## config.mk

```make
export PLATFORM = sky130hd
export DESIGN_NAME = pipelined_barrel_shift
export DESIGN_NICKNAME = d
export VERILOG_FILES = /design/src/rtl/barrel_shift_pkg.sv /design/src/rtl/barrel_shift_level.sv /design/src/rtl/pipelined_barrel_shift.sv
export SDC_FILE = /design/constraint.sdc
export NUM_CORES = 1
export LEC_CHECK = 0
export BUFFER_PORTS_ARGS = -buffer_cell sky130_fd_sc_hd__buf_4
export CORE_AREA = 3 3 62 64
export CTS_CLUSTER_SIZE = 20
export DETAILED_ROUTE_END_ITERATION = 8
export DIE_AREA = 0 0 65 67
export PLACE_DENSITY_LB_ADDON = 0.12
export SETUP_SLACK_MARGIN = 0.3
export SLEW_MARGIN = 20
export SYNTH_ARGS = -nofsm -noshare
export SYNTH_HDL_FRONTEND = slang
export SYNTH_SLANG_ARGS = --single-unit
export TNS_END_PERCENT = 10
```

## constraint.sdc

```tcl
create_clock -name clk -period 2.45 [get_ports clk]
set_clock_uncertainty 0.15 [all_clocks]
set_input_delay 0.1225 -clock clk [delete_from_list [all_inputs] [get_ports clk]]
set_output_delay 0.1225 -clock clk [all_outputs]
set_load 0.02 [all_outputs]
```

## src/rtl/barrel_shift_pkg.sv

```systemverilog
// Shared types for the pipelined barrel shifter: operation encoding and the
// payload carried from one pipeline level to the next.
package barrel_shift_pkg;

    // Payload fields are sized for the widest supported instance. A narrower
    // instance uses the low LENGTH / SH bits and keeps the upper bits at zero.
    localparam int unsigned MAX_LENGTH = 64;
    localparam int unsigned MAX_SH     = 6;

    typedef enum logic [1:0] {
        SLL = 2'd0,
        SRL = 2'd1,
        SRA = 2'd2,
        ROL = 2'd3
    } shift_op_t;

    typedef struct packed {
        logic [MAX_LENGTH-1:0] data;
        shift_op_t             op;
        logic [MAX_SH-1:0]     shamt;
    } level_payload_t;

endpackage

```

## src/rtl/barrel_shift_level.sv

```systemverilog
// One combinational level of the barrel shifter: shifts or rotates by
// 2**LEVEL when shamt bit LEVEL is set, otherwise passes the payload through.
module barrel_shift_level
    import barrel_shift_pkg::*;
#(
    parameter int unsigned LENGTH = 8,
    parameter int unsigned LEVEL  = 0
)
(
    input  level_payload_t in_p,
    output level_payload_t out_p
);

    localparam int unsigned AMT = 2 ** LEVEL;

    logic [LENGTH-1:0] d;
    logic [LENGTH-1:0] r;

    // Apply this level's fixed-distance shift; SRA fills from the current MSB,
    // which is still the original sign bit because earlier levels preserve it.
    always_comb begin
        d = in_p.data[LENGTH-1:0];
        r = d;
        if (in_p.shamt[LEVEL]) begin
            case (in_p.op)
                SLL:     r = d << AMT;
                SRL:     r = d >> AMT;
                SRA:     r = $signed(d) >>> AMT;
                ROL:     r = (d << AMT) | (d >> (LENGTH - AMT));
                default: r = d;
            endcase
        end
        out_p = in_p;
        out_p.data[LENGTH-1:0] = r;
    end

endmodule

```

## src/rtl/pipelined_barrel_shift.sv

```systemverilog
// Pipelined barrel shifter: SH registered levels, each resolving one bit of
// the shift amount, with valid/ready flow control that collapses bubbles.
module pipelined_barrel_shift
    import barrel_shift_pkg::*;
#(
    parameter int unsigned LENGTH = 8
)
(
    input  logic                       clk,
    input  logic                       reset,
    input  logic                       in_valid,
    output logic                       in_ready,
    input  logic [LENGTH-1:0]          in_data,
    input  logic [$clog2(LENGTH)-1:0]  in_shamt,
    input  shift_op_t                  in_op,
    output logic                       out_valid,
    input  logic                       out_ready,
    output logic [LENGTH-1:0]          out_data,
    output logic                       out_zero
);

    localparam int unsigned SH = $clog2(LENGTH);

    level_payload_t stage_in  [SH];
    level_payload_t stage_out [SH];
    level_payload_t stage_q   [SH];
    logic           valid_in  [SH];
    logic           valid_q   [SH];
    logic [SH:0]    load;
    logic           zero_q;

    // A level loads when empty or when the level after it moves on; the
    // virtual level past the end "loads" whenever the consumer is ready.
    always_comb begin
        load     = '0;
        load[SH] = out_ready;
        for (int i = SH - 1; i >= 0; i--) begin
            load[i] = !valid_q[i] || load[i+1];
        end
    end

    for (genvar k = 0; k < SH; k++) begin : g_level
        if (k == 0) begin : g_head
            // Widen the incoming operation into the shared payload format.
            always_comb begin
                stage_in[0]                  = '0;
                stage_in[0].data[LENGTH-1:0] = in_data;
                stage_in[0].op               = in_op;
                stage_in[0].shamt[SH-1:0]    = in_shamt;
                valid_in[0]                  = in_valid;
            end
        end else begin : g_body
            assign stage_in[k] = stage_q[k-1];
            assign valid_in[k] = valid_q[k-1];
        end

        barrel_shift_level #(
            .LENGTH (LENGTH),
            .LEVEL  (k)
        ) u_level (
            .in_p   (stage_in[k]),
            .out_p  (stage_out[k])
        );

        // Level register: payload and valid advance together on load.
        always_ff @(posedge clk or negedge reset) begin
            if (!reset) begin
                valid_q[k] <= 1'b0;
                stage_q[k] <= '0;
            end else if (load[k]) begin
                valid_q[k] <= valid_in[k];
                stage_q[k] <= stage_out[k];
            end
        end
    end

    // Zero flag registered alongside the final level so it tracks out_data.
    always_ff @(posedge clk or negedge reset) begin
        if (!reset) begin
            zero_q <= 1'b0;
        end else if (load[SH-1]) begin
            zero_q <= (stage_out[SH-1].data[LENGTH-1:0] == '0);
        end
    end

    assign in_ready  = load[0];
    assign out_valid = valid_q[SH-1];
    assign out_data  = stage_q[SH-1].data[LENGTH-1:0];
    assign out_zero  = zero_q;

endmodule

```

==> results of run 1 <==
[per-stage QoR]
stage,worst slack (ns),util
5_1_grt,0.362,0.675
3_3_place_gp,0.558,0.631
6_report,0.495,0.675
4_1_cts,0.503,0.675
2_1_floorplan,0.604,-
3_5_place_dp,0.528,0.631
[cell families after synthesis]
group / after synthesis / synth area share
and+or+nand+nor: 60 / 0.148
AOI/OAI and AO/OA: 55 / 0.209
DFF: 35 / 0.466
muxes: 22 / 0.121
buffers and inverters: 19 / 0.0379
xor gates and xnor gates: 3 / 0.0180
[final cells by class]
type                    instances  area share
flip-flops and latches         35       0.389
repair buffers                 37       0.131
clock inverters                 1     0.00334
multi-input cells             140       0.415
well taps                      46      0.0256
inverters                       4     0.00667
clock buffers                   7      0.0289
[registers in the layout, indices dropped and copies added, names as in the netlist]
signal / flops
out_zero: 1
valid_in: 2
out_data: 8
out_valid: 1
stage_in: 23
[report_power, final]
group	leakage, nW	switching, mW	total [mW]	internal, mW
Sequential	0.412	0.128	0.820	0.692
Combinational	0.612	0.262	0.517	0.254
Clock	0.0375	0.192	0.359	0.168
Total	1.06	0.582	1.70	1.11
[worst min path at each step]
stage	from	slack [ns]	endpoint
CTS	out_ready	0.004	out_valid$_DFFE_PN0P_
floorplan	reset	-0.32	out_data[0]$_DFFE_PN0P_
finish	out_ready	0.02	out_valid$_DFFE_PN0P_
detailed placement	reset	-0.05	out_data[1]$_DFFE_PN0P_
global route	out_ready	0.01	out_valid$_DFFE_PN0P_
global placement	reset	-0.06	out_data[1]$_DFFE_PN0P_
[cell usage in the layout (no fill, tap or decap), types with 2 or more instances in the layout]
cell type and n:
nand2_1 20, dfrtp_1 35, nor2b_1 3, a21o_1 12, nand3_1 3, nand4_1 2, clkbuf_4 5, inv_1 3
a221oi_1 5, mux2_1 5, xnor2_1 2, nand2b_1 3, nor2_1 20, clkbuf_8 2, and3b_1 2, dlygate4sd3_1 7
a22oi_1 2, or4_1 2, o21ai_1 10, buf_4 30, mux2i_1 16, o211ai_1 3, a21oi_1 3, o21a_1 2
a211oi_1 12
[metal layers]
| metal | track usage | part of all wire | wire length [um] |
|---|---|---|---|
| met5 | 0 | 0 | 0 |
| met4 | 0.0950 | 0.017 | 63 |
| met3 | 0.0607 | 0.047 | 176 |
| met2 | 0.377 | 0.53 | 1980 |
| met1 | 0.208 | 0.41 | 1530 |
[critical path: cells and delay by family (launching register included)]
kind / cells / cell delay [ns]
compound gates: 3 / 0.79
flops: 1 / 0.43
simple gates: 1 / 0.53
[what timing repair did]
action	4_1_cts	5_1_grt
hold buffers	7	0
hold endpoints to repair	41	0
gates resized for setup	1	0
endpoints found under the setup margin	1	0
==> flow_summary.ini, run 1 <==
[synth]
synth_commonest_cells = dfrtp_1, nand2_1, nor2_1
yosys_warnings = 0
synth_top_area_frac = 0.466
yosysTopAreaCell = dfrtp_1
ys_top_cells_by_area = dfrtp_1, mux2i_1, a211oi_1, a21o_1, nand2_1
syn_area_sq_um = 1880
async_reset_ff_frac = 1.00
synth-main-ff-cell = dfrtp_1
ys_seq_elements = 35
yosysMostFrequentCell = dfrtp_1
ys_seq_area_frac = 0.466
syn_nets = 211
syn_inst = 194
synth_edf_count = 0
avgSynthCellArea_sq_um = 9.69
ys_types = 36

[worst_setup_path]
crit_fanout = 4
setup.worst_path.start_class = flip-flop
cp_slowest_cell = or4_1
cp-end-kind = flip-flop
cp-startpoint = stage_in[13]$_DFFE_PN0P_
worstPathCellList = or4_1, a221o_1, a311oi_1, a41o_1
r2r_cells = 4
path_class = reg -> reg
reg2reg_from = stage_in[13]$_DFFE_PN0P_
reg2reg_to = out_zero$_DFFE_PN0P_
required_ns = 2.59
slowest_delay_ns = 0.53
crit_end = out_zero$_DFFE_PN0P_
arrival_ns = 2.09
reg2reg_slack_ns = 0.50

[place]
dp_hpwl_mm = 2.81
gp_congestion = 0.987
post_dp_cell_area_sq_um = 2110
dp.cells = 255
io_buffers = 27

[sta]
slew_violations = 0
tns_ns = 0
relSlewSlack = 0.642
setup_violations = 0
fin_crit_sh = 0.798
rsz0062_at_grt = false
hold_ws_ns = 0.0180
hold_viol_final = 0
worst_pin_slew_ns = 0.533
layout_min_cycle_time_ns = 1.95
fmax_ghz = 0.512

[layout]
antenna_cells = 0
layout.nets = 240
design_area_sq_um = 2250
area_delta_synth_final_pct = 19.7
drive_above_1_share = 0.188
final_cells = 270
fillers = 280
register_area_sq_um = 876
multi_input_area_sq_um = 935

[floorplan]
start_util = 0.564
io-pin-count = 28
die_x_um = 65
core_area_sq_um = 3340
die_area_sq_um = 4360
die_y_um = 67
rows = 21

[power]
power_leakage_nw = 1.06
p_total_mw = 1.70
ir_drop_mv = 0.297
power_density_nw_per_um2 = 754

[status]
status = completed

[clock_tree]
cts_setup_buffers = 0
cts_max_level = 2
numCtsBuffers = 5
cts_tree = built
cts_buffer_depth = 2
clkTransAtPathRegs_ns = 0.11
numClockSinks = 35
clockRootBuffer = clkbuf_4
insertion_delay_ns = 0.34

[grt]
track_usage = 0.203
grt_pass1_vias = 1529
antenna_found_initial = 0
gr-total-overflow = 0
grt_max_degree = 36
grt_pass1_wl_mm = 6.68

[hold_path]
hold_path_class = in -> reg
hold_depth = 3

[route]
via_per_inst = 5.70
vias = 1539
detail-route-antenna-nets = 0
remaining_drc_errors = 0
wl_per_cell_um = 13.9
totalWireLength_mm = 3.75
drtIter0Drc = 44
drtPass1Iterations = 4

[run]
max-cap-violations = 0
(Power assumes the default switching activity.)
==> run 2, diff against run 1 <==
Settings changed: CORE_AREA 3 3 62 64 to 3 3 65 67, DIE_AREA 0 0 65 67 to 0 0 68 70.
Clock period 2.45 ns to 1.7 ns, I/O delays scaled along.
==> run 2 against run 1 <==
Effect of this change:
- the flow now finishes with violations (negative setup slack)
- clock-buffer cell count up 1
- sequential cell count unchanged
- register-to-register slack worse by 0.61 ns
- routed wire length grew 30%
- highest routed layer unchanged
==> flow_summary.ini, run 2 (synthesis results as in run 1) <==
[sta]
fmax_ghz = 0.551
relSlewSlack = 0.679
hold_viol_final = 0
setup_violations = 1
tns_ns = -0.114
setup_slack_ns = -0.114
hold_ws_ns = 0.0365
rsz0062_at_grt = true
slew_violations = 0
layout_min_cycle_time_ns = 1.81
fin_crit_sh = 1.07
worst_pin_slew_ns = 0.480

[status]
status = finished, violations left
violations = negative setup slack

[floorplan]
die_x_um = 68
rows = 22
die_y_um = 70
io-pin-count = 28
core_area_sq_um = 3690
die_area_sq_um = 4760
start_util = 0.510

[clock_tree]
cts_tree = built
clockRootBuffer = clkbuf_8
insertion_delay_ns = 0.29
numClockSinks = 35
cts_buffer_depth = 2
numCtsBuffers = 5
clkTransAtPathRegs_ns = 0.07
cts_max_level = 2

[hold_path]
worst_hold_startpoint = out_ready
hold_path_class = in -> reg
hold_end = out_valid$_DFFE_PN0P_
hold_depth = 3

[grt]
antenna_found_initial = 0
gr-total-overflow = 0
track_usage = 0.210
grt_max_degree = 36
grt_pass1_vias = 1591
grt_pass1_wl_mm = 7.56

[layout]
mostFrequentLayoutCells = buf_4, dfrtp_1, nor2_1, mux2i_1, a21o_1
fillers = 267
final_cells = 295
antenna_cells = 0
drive_above_1_share = 0.453
post-route-util = 0.747
area_delta_synth_final_pct = 46.5
design_area_sq_um = 2760
layout.nets = 263
final_common_cell = buf_4
largest_register_ffs = 23

[route]
drtPass1Iterations = 4
via_per_inst = 5.61
vias = 1656
wl_per_cell_um = 16.6
remaining_drc_errors = 0
detail-route-antenna-nets = 0
drtIter0Drc = 137
wl_met2_mm = 2.63
top_layer_used = met4
m1WireLength_mm = 1.91
wl_met3_um = 217
totalWireLength_mm = 4.89

[place]
gp_congestion = 0.848
post_dp_cell_area_sq_um = 2240
io_buffers = 27
dp.cells = 272
dp_hpwl_mm = 3.06

[worst_setup_path]
path_class = reg -> reg
cp-end-kind = flip-flop
required_ns = 1.78
crit_fanout = 2
setup.worst_path.start_class = flip-flop
reg2reg_slack_ns = -0.11
arrival_ns = 1.90
reg2reg_to = out_zero$_DFFE_PN0P_
r2r_cells = 4
reg2reg_from = stage_in[14]$_DFFE_PN0P_

[run]
max-cap-violations = 0

[power]
ir_drop_mv = 0.576
power_density_nw_per_um2 = 1090
power_leakage_nw = 1.28
-- run 2: cell types whose count changed in the layout (fill, tap and decap cells not counted), sizes merged --
| cell | before | now |
|---|---|---|
| and2 | 2 | 3 |
| clkinvlp | 1 | 0 |
| clkbuf | 7 | 8 |
| buf | 30 | 52 |
| inv | 4 | 3 |
| clkinv | 0 | 1 |
-- run 2: area by class of cell --
class | count | area [sq um] | area share
Tap cell | 48 | 60.1 | 0.0218
Timing Repair Buffer | 59 | 514 | 0.187
Sequential cell | 35 | 881 | 0.320
Clock buffer | 8 | 100 | 0.0363
Inverter | 4 | 20.0 | 0.00727
Multi-Input combinational cell | 141 | 1180 | 0.428
-- run 2: worst max-delay path by stage --
| stage | cells past startpoint | slack (ns) | to | from |
|---|---|---|---|---|
| floorplan | 4 | -0.06 | out_zero$_DFFE_PN0P_ | stage_in[14]$_DFFE_PN0P_ |
| global placement | 4 | -0.07 | out_zero$_DFFE_PN0P_ | stage_in[14]$_DFFE_PN0P_ |
| detailed placement | 4 | -0.10 | out_zero$_DFFE_PN0P_ | stage_in[14]$_DFFE_PN0P_ |
| CTS | 4 | -0.11 | out_zero$_DFFE_PN0P_ | stage_in[14]$_DFFE_PN0P_ |
| global route | 4 | -0.14 | out_zero$_DFFE_PN0P_ | stage_in[14]$_DFFE_PN0P_ |
| finish | 4 | -0.11 | out_zero$_DFFE_PN0P_ | stage_in[14]$_DFFE_PN0P_ |
-- run 2: per-layer routing --
metal	up-vias	track usage
met2	45	0.361
li1	802	-
met4	0	0.104
met3	13	0.0498
met1	796	0.234
met5	-	0
-- run 2: critical path: stages (launching register included) --
cell	delay [ns]
dfrtp_1	0.38
or4_1	0.52
a221o_1	0.32
a311oi_1	0.20
a41o_1	0.18
-- run 2: timing repair --
action | in CTS | in global routing
gates cloned | 0 | 1
resized for setup | 26 | 46
setup buffers | 0 | 7
hold endpoints to repair | 41 | 0
hold buffers | 7 | 0
setup endpoints to repair | 27 | 29
pin swaps | 18 | 40
-- run 2: through the flow --
step           setup WS, ns  power, mW
2_1_floorplan       -0.0611       1.69
3_3_place_gp        -0.0653       2.04
3_5_place_dp         -0.102       2.08
4_1_cts              -0.114       2.85
5_1_grt              -0.142       3.18
6_report             -0.114       3.01
-- run 2: power breakdown --
group	switching, mW	internal [mW]
Sequential	0.143	1.00
Clock	0.299	0.370
Combinational	0.580	0.615
